`config.mk`:
```
export PLATFORM = sky130hd
export DESIGN_NAME = main_fsm
export DESIGN_NICKNAME = d
export VERILOG_FILES = /design/src/rtl/main_fsm.sv
export SDC_FILE = /design/constraint.sdc
export NUM_CORES = 1
export LEC_CHECK = 0
export ABC_AREA = 1
export BUFFER_PORTS_ARGS = -buffer_cell sky130_fd_sc_hd__buf_2
export CORE_ASPECT_RATIO = 1.1
export CORE_MARGIN = 2
export CORE_UTILIZATION = 54
export CTS_CLUSTER_SIZE = 20
export DETAILED_ROUTE_END_ITERATION = 16
export MAX_ROUTING_LAYER = met4
export PLACE_DENSITY = 0.8
export SETUP_SLACK_MARGIN = 0.1
export SKIP_LAST_GASP = 1
export SYNTH_ARGS = -nofsm -noshare
export SYNTH_HDL_FRONTEND = slang
export SYNTH_SLANG_ARGS = --single-unit
export TNS_END_PERCENT = 50
```
`constraint.sdc`:
```
create_clock -name clk -period 1.81 [get_ports clk]
set_input_delay 0.0905 -clock clk [delete_from_list [all_inputs] [get_ports clk]]
set_output_delay 0.0905 -clock clk [all_outputs]
set_load 0.02 [all_outputs]
```
`src/rtl/main_fsm.sv`:
```
// Multicycle RISC-V main controller: sequences fetch/decode/execute/memory/writeback,
// drives datapath selects and enables, counts retired instructions, flags bad opcodes.
module main_fsm #(
  parameter int CNT_W = 32
) (
  input  logic             clk,
  input  logic             reset_n,
  input  logic [6:0]       op,
  input  logic             Zero,
  output logic             AdrSrc,
  output logic             IRWrite,
  output logic [1:0]       ALUSrcA,
  output logic [1:0]       ALUSrcB,
  output logic [1:0]       ALUOp,
  output logic [1:0]       ResultSrc,
  output logic             RegWrite,
  output logic             MemWrite,
  output logic             PCWrite,
  output logic             illegal,
  output logic [3:0]       state,
  output logic [CNT_W-1:0] instret
);

  typedef enum logic [3:0] {
    S_FETCH    = 4'd0,
    S_DECODE   = 4'd1,
    S_MEMADR   = 4'd2,
    S_MEMREAD  = 4'd3,
    S_MEMWB    = 4'd4,
    S_MEMWRITE = 4'd5,
    S_EXECR    = 4'd6,
    S_EXECI    = 4'd7,
    S_ALUWB    = 4'd8,
    S_BEQ      = 4'd9,
    S_JAL      = 4'd10
  } state_t;

  localparam logic [6:0] OP_LW  = 7'b0000011;
  localparam logic [6:0] OP_SW  = 7'b0100011;
  localparam logic [6:0] OP_R   = 7'b0110011;
  localparam logic [6:0] OP_I   = 7'b0010011;
  localparam logic [6:0] OP_BEQ = 7'b1100011;
  localparam logic [6:0] OP_JAL = 7'b1101111;

  typedef struct packed {
    logic       adr_src;
    logic       ir_write;
    logic [1:0] src_a;
    logic [1:0] src_b;
    logic [1:0] alu_op;
    logic [1:0] result_src;
    logic       reg_write;
    logic       mem_write;
    logic       pc_update;
    logic       branch;
  } ctrl_t;

  state_t cur, nxt;
  ctrl_t  ctrl;
  logic   legal;
  logic   retire;

  function automatic ctrl_t decode(input state_t s);
    ctrl_t c;
    c = '0;
    case (s)
      S_FETCH:    begin c.ir_write = 1'b1; c.src_b = 2'b10; c.result_src = 2'b10; c.pc_update = 1'b1; end
      S_DECODE:   begin c.src_a = 2'b01; c.src_b = 2'b01; end
      S_MEMADR:   begin c.src_a = 2'b10; c.src_b = 2'b01; end
      S_MEMREAD:  c.adr_src = 1'b1;
      S_MEMWB:    begin c.result_src = 2'b01; c.reg_write = 1'b1; end
      S_MEMWRITE: begin c.adr_src = 1'b1; c.mem_write = 1'b1; end
      S_EXECR:    begin c.src_a = 2'b10; c.alu_op = 2'b10; end
      S_EXECI:    begin c.src_a = 2'b10; c.src_b = 2'b01; c.alu_op = 2'b10; end
      S_ALUWB:    c.reg_write = 1'b1;
      S_BEQ:      begin c.src_a = 2'b10; c.alu_op = 2'b01; c.branch = 1'b1; end
      S_JAL:      begin c.src_a = 2'b01; c.src_b = 2'b10; c.pc_update = 1'b1; end
      default:    c = '0;
    endcase
    return c;
  endfunction

  always_comb begin
    legal = (op == OP_LW) || (op == OP_SW) || (op == OP_R) ||
            (op == OP_I)  || (op == OP_BEQ) || (op == OP_JAL);
  end

  always_comb begin
    nxt = S_FETCH;
    case (cur)
      S_FETCH:  nxt = S_DECODE;
      S_DECODE: begin
        case (op)
          OP_LW, OP_SW: nxt = S_MEMADR;
          OP_R:         nxt = S_EXECR;
          OP_I:         nxt = S_EXECI;
          OP_BEQ:       nxt = S_BEQ;
          OP_JAL:       nxt = S_JAL;
          default:      nxt = S_FETCH;
        endcase
      end
      S_MEMADR:  nxt = (op == OP_LW) ? S_MEMREAD : S_MEMWRITE;
      S_MEMREAD: nxt = S_MEMWB;
      S_EXECR, S_EXECI, S_JAL: nxt = S_ALUWB;
      default:   nxt = S_FETCH;
    endcase
  end

  // Illegal opcodes leave Decode straight to Fetch and are not counted here.
  assign retire = (cur == S_MEMWB) || (cur == S_MEMWRITE) || (cur == S_ALUWB) || (cur == S_BEQ);

  // Outputs are registered from the next state so they always equal decode(cur).
  always_ff @(posedge clk or negedge reset_n) begin
    if (!reset_n) begin
      cur     <= S_FETCH;
      ctrl    <= decode(S_FETCH);
      instret <= '0;
    end else begin
      cur  <= nxt;
      ctrl <= decode(nxt);
      if (retire) instret <= instret + CNT_W'(1);
    end
  end

  assign AdrSrc    = ctrl.adr_src;
  assign IRWrite   = ctrl.ir_write;
  assign ALUSrcA   = ctrl.src_a;
  assign ALUSrcB   = ctrl.src_b;
  assign ALUOp     = ctrl.alu_op;
  assign ResultSrc = ctrl.result_src;
  assign RegWrite  = ctrl.reg_write;
  assign MemWrite  = ctrl.mem_write;
  assign PCWrite   = ctrl.pc_update | (ctrl.branch & Zero);
  assign illegal   = (cur == S_DECODE) & ~legal;
  assign state     = cur;

endmodule

```
==> impl_metrics.yaml <==
floorplanning:
  start_util: 0.555
  rows: 26
  ios: 60
  fp.dieH_microns: 76.0
  die_w_microns: 69.5
  fp.dieArea_sq_um: 5280
  core_area_sq_um: 4590
critical_path:
  path_cells: "nand2_1 > inv_1 > nor2_4 > nand2_4 > nor2_2 > nand3_2 > o21ai_0 > nand2_1"
  crit_path_max_fanout: 9
  path_common_cell: "nand2_1"
  worstReg2RegEnd: "instret[31]"
  critical-path-top-delay-family: "simple AND/OR/NAND/NOR gates"
  path_buf_inv: 1
  worstSetupPathDepth: 8
  worstSetupStartpointType: "flip-flop"
  cpMaxStageDelayCell: "dfrtp_1"
  endpoint_kind: "flip-flop"
  r2r_slack_ps: 240
  max_stage_delay_ps: 440
  crit_path_start: "state[3]"
  criticalPathCategory: "reg2reg"
  rr_startpoint: "state[3]"
  reg2reg_depth: 8
  crit_path_end: "instret[31]"
  cp.required_ps: 2000
  arrival_ps: 1760
clocking:
  cts_tree: "built"
  clkTransAtPathRegs_ps: 80
  clk_latency_ps: 300
  numCtsBuffers: 5
  htreeDepth: 2
  clk_path_buf_depth: 2
  root_buffer: "clkbuf_8"
  cts_sinks: 47
timing:
  timing.setup.tns_ps: 0
  clock_skew_ps: 4.29
  hold_violations: 0
  relSlewSlack: 0.625
  fmax_ghz: 0.638
  tightest_slew_ps: 563
  setup_violations: 0
  finalMaxSlewViolations: 0
  fin_crit_sh: 0.866
  min_period_ps: 1570
  rsz0062_at_grt: "yes"
yosys:
  yosys_warnings: 0
  synth_nets: 326
  ys_seq_area_frac: 0.463
  ys_ff_latch: 47
  netlist_area_sq_um: 2550
  netlist-cell-type-count: 30
  avgSynthCellArea_sq_um: 8.08
  syn_inst: 315
final_layout:
  multi_input_area_sq_um: 1210
  final.fill_count: 381
  final_layout_size_suffix_gt1_frac: 0.244
  antenna_cells: 0
  layoutNonFillerInstCount: 441
  design_area_sq_um: 3050
  syn2layout_area_growth_pct: 19.6
  fin_nets: 395
  regArea_sq_um: 1180
pwr:
  leakagePower_uw: 0.00171
  p_per_area_nw_per_um2: 834
  ir_drop_mv: 0.630
detailed_routing:
  first_pass_iters: 4
  drc: 0
  first_iter_violations: 82
  vias: 2245
  post_drt_via_cell_ratio: 5.09
  routed_wl_mm: 5.53
  wl_met1_mm: 2.37
  maxUsedRoutingLayer: "met4"
  wl_met3_microns: 288
  drtAntennaViolNets: 0
  wl_met2_mm: 2.79
  wl_per_cell_microns: 12.5
global_routing:
  grt-ovfl-total: 0
  grt_pass1_vias: 2172
  track_usage: 0.230
  grt_first_pass_wirelength_mm: 9.54
  grt_max_degree: 25
  antenna_found_initial: 0
placed_design:
  place_hpwl_mm: 4.39
  port_buffers: 59
  dp.cells: 430
  routabilityCongestion: 0.949
  placed_cell_area_sq_um: 2920
run_status:
  status: "finished, final reports clean"
min_path:
  hp-class: "in2reg"
run:
  maxCapViolCount: 0
-- tightest hold or removal path, cell delays in order --
cell and delay (ps):
buf_2 110, nand2_1 80, inv_1 60
-- power by group --
group	switching (uW)	internal (uW)	leakage, uW
clock	347	347	0.0000505
combinational	410	201	0.00102
sequential	79.0	1160	0.000640
-- cell usage in the layout, fill, tap and decap left out, types with 2 or more instances in the layout --
cell type,Yosys,final
xor2_1,8,8
nor3_1,9,9
nand2_4,2,2
nor2_4,4,4
dfstp_2,2,2
nor3_4,4,4
inv_1,33,33
xnor2_1,11,11
nand4_1,6,6
nand3_2,2,2
dfrtp_1,45,45
o21ai_0,3,2
nand3_1,18,18
buf_2,0,59
o21ai_1,1,2
nand2_1,104,104
a21oi_1,2,2
nand3b_1,6,6
nor2_2,3,3
buf_4,1,3
nor2_1,40,40
clkbuf_8,0,7
inv_2,2,2
-- worst min path at each step --
stage | endpoint | cells after the start | start
after global routing | ALUOp[1] | 3 | op[4]
after floorplan | ALUOp[1] | 0 | reset_n
final | ALUOp[1] | 3 | op[4]
after global placement | instret[6] | 1 | reset_n
after CTS | ALUOp[1] | 3 | op[4]
after detailed placement | instret[6] | 1 | reset_n
-- synth_stat cells, drive strengths merged --
cell	count	area share
a21boi	1	0.0029
a21o	1	0.0029
a21oi	2	0.0039
and2	1	0.0025
buf	2	0.0088
dfrtp	45	0.44
dfstp	2	0.021
ha	1	0.0049
inv	35	0.052
nand2	107	0.16
nand3	20	0.043
nand3b	6	0.018
nand4	6	0.015
nor2	48	0.092
nor3	13	0.043
nor3b	1	0.0074
o21ai	5	0.011
xnor2	11	0.038
xor2	8	0.028
-- sequential cells by signal, indices dropped and copies added (netlist names) --
signal,flops
IRWrite,1
ALUSrcB,1
ALUOp,1
ALUSrcA,2
MemWrite,1
AdrSrc,1
state,4
ResultSrc,1
ctrl,2
RegWrite,1
instret,32
-- kinds of logic after synthesis --
| family | after synthesis | share of synthesized area |
|---|---|---|
| AOI/OAI and AO/OA | 9 | 0.0211 |
| xor gates and xnor gates | 19 | 0.0654 |
| and+or+nand+nor | 202 | 0.385 |
| DFF | 47 | 0.463 |
| adders and majority gates | 1 | 0.00491 |
| buffers and inverters | 37 | 0.0604 |
-- area by class of cell --
cell class,instances,share of cell area
clock buffer,7,0.0316
clock inverter,1,0.00247
inverter,35,0.0431
multi-input combinational,231,0.399
sequential,47,0.387
tap,56,0.0230
timing repair buffer,64,0.114
-- repair_timing --
action	in CTS	in global routing
setup buffers	0	2
hold buffers	1	0
endpoints found under the setup margin	0	4
endpoints found under the hold margin	23	0
resized for setup	0	1
-- layer usage --
layer  vias to the layer above  track usage
met5                         -            -
met4                         0       0.0843
met3                         9       0.0542
met2                        67        0.391
met1                      1047        0.266
li1                       1122            -
-- stage by stage --
| step | total power (uW) | setup slack (ps) | util | hold slack, ps |
|---|---|---|---|---|
| floorplan | 1650 | 227 | - | -205 |
| global placement | 1830 | 316 | 0.636 | 94.6 |
| detailed placement | 1850 | 234 | 0.636 | 112 |
| CTS | 2550 | 200 | 0.661 | 56.7 |
| global route | 2670 | 78.6 | 0.664 | 90.7 |
| finish | 2540 | 243 | 0.664 | 70.9 |
Power figures use the tool's default switching activity.
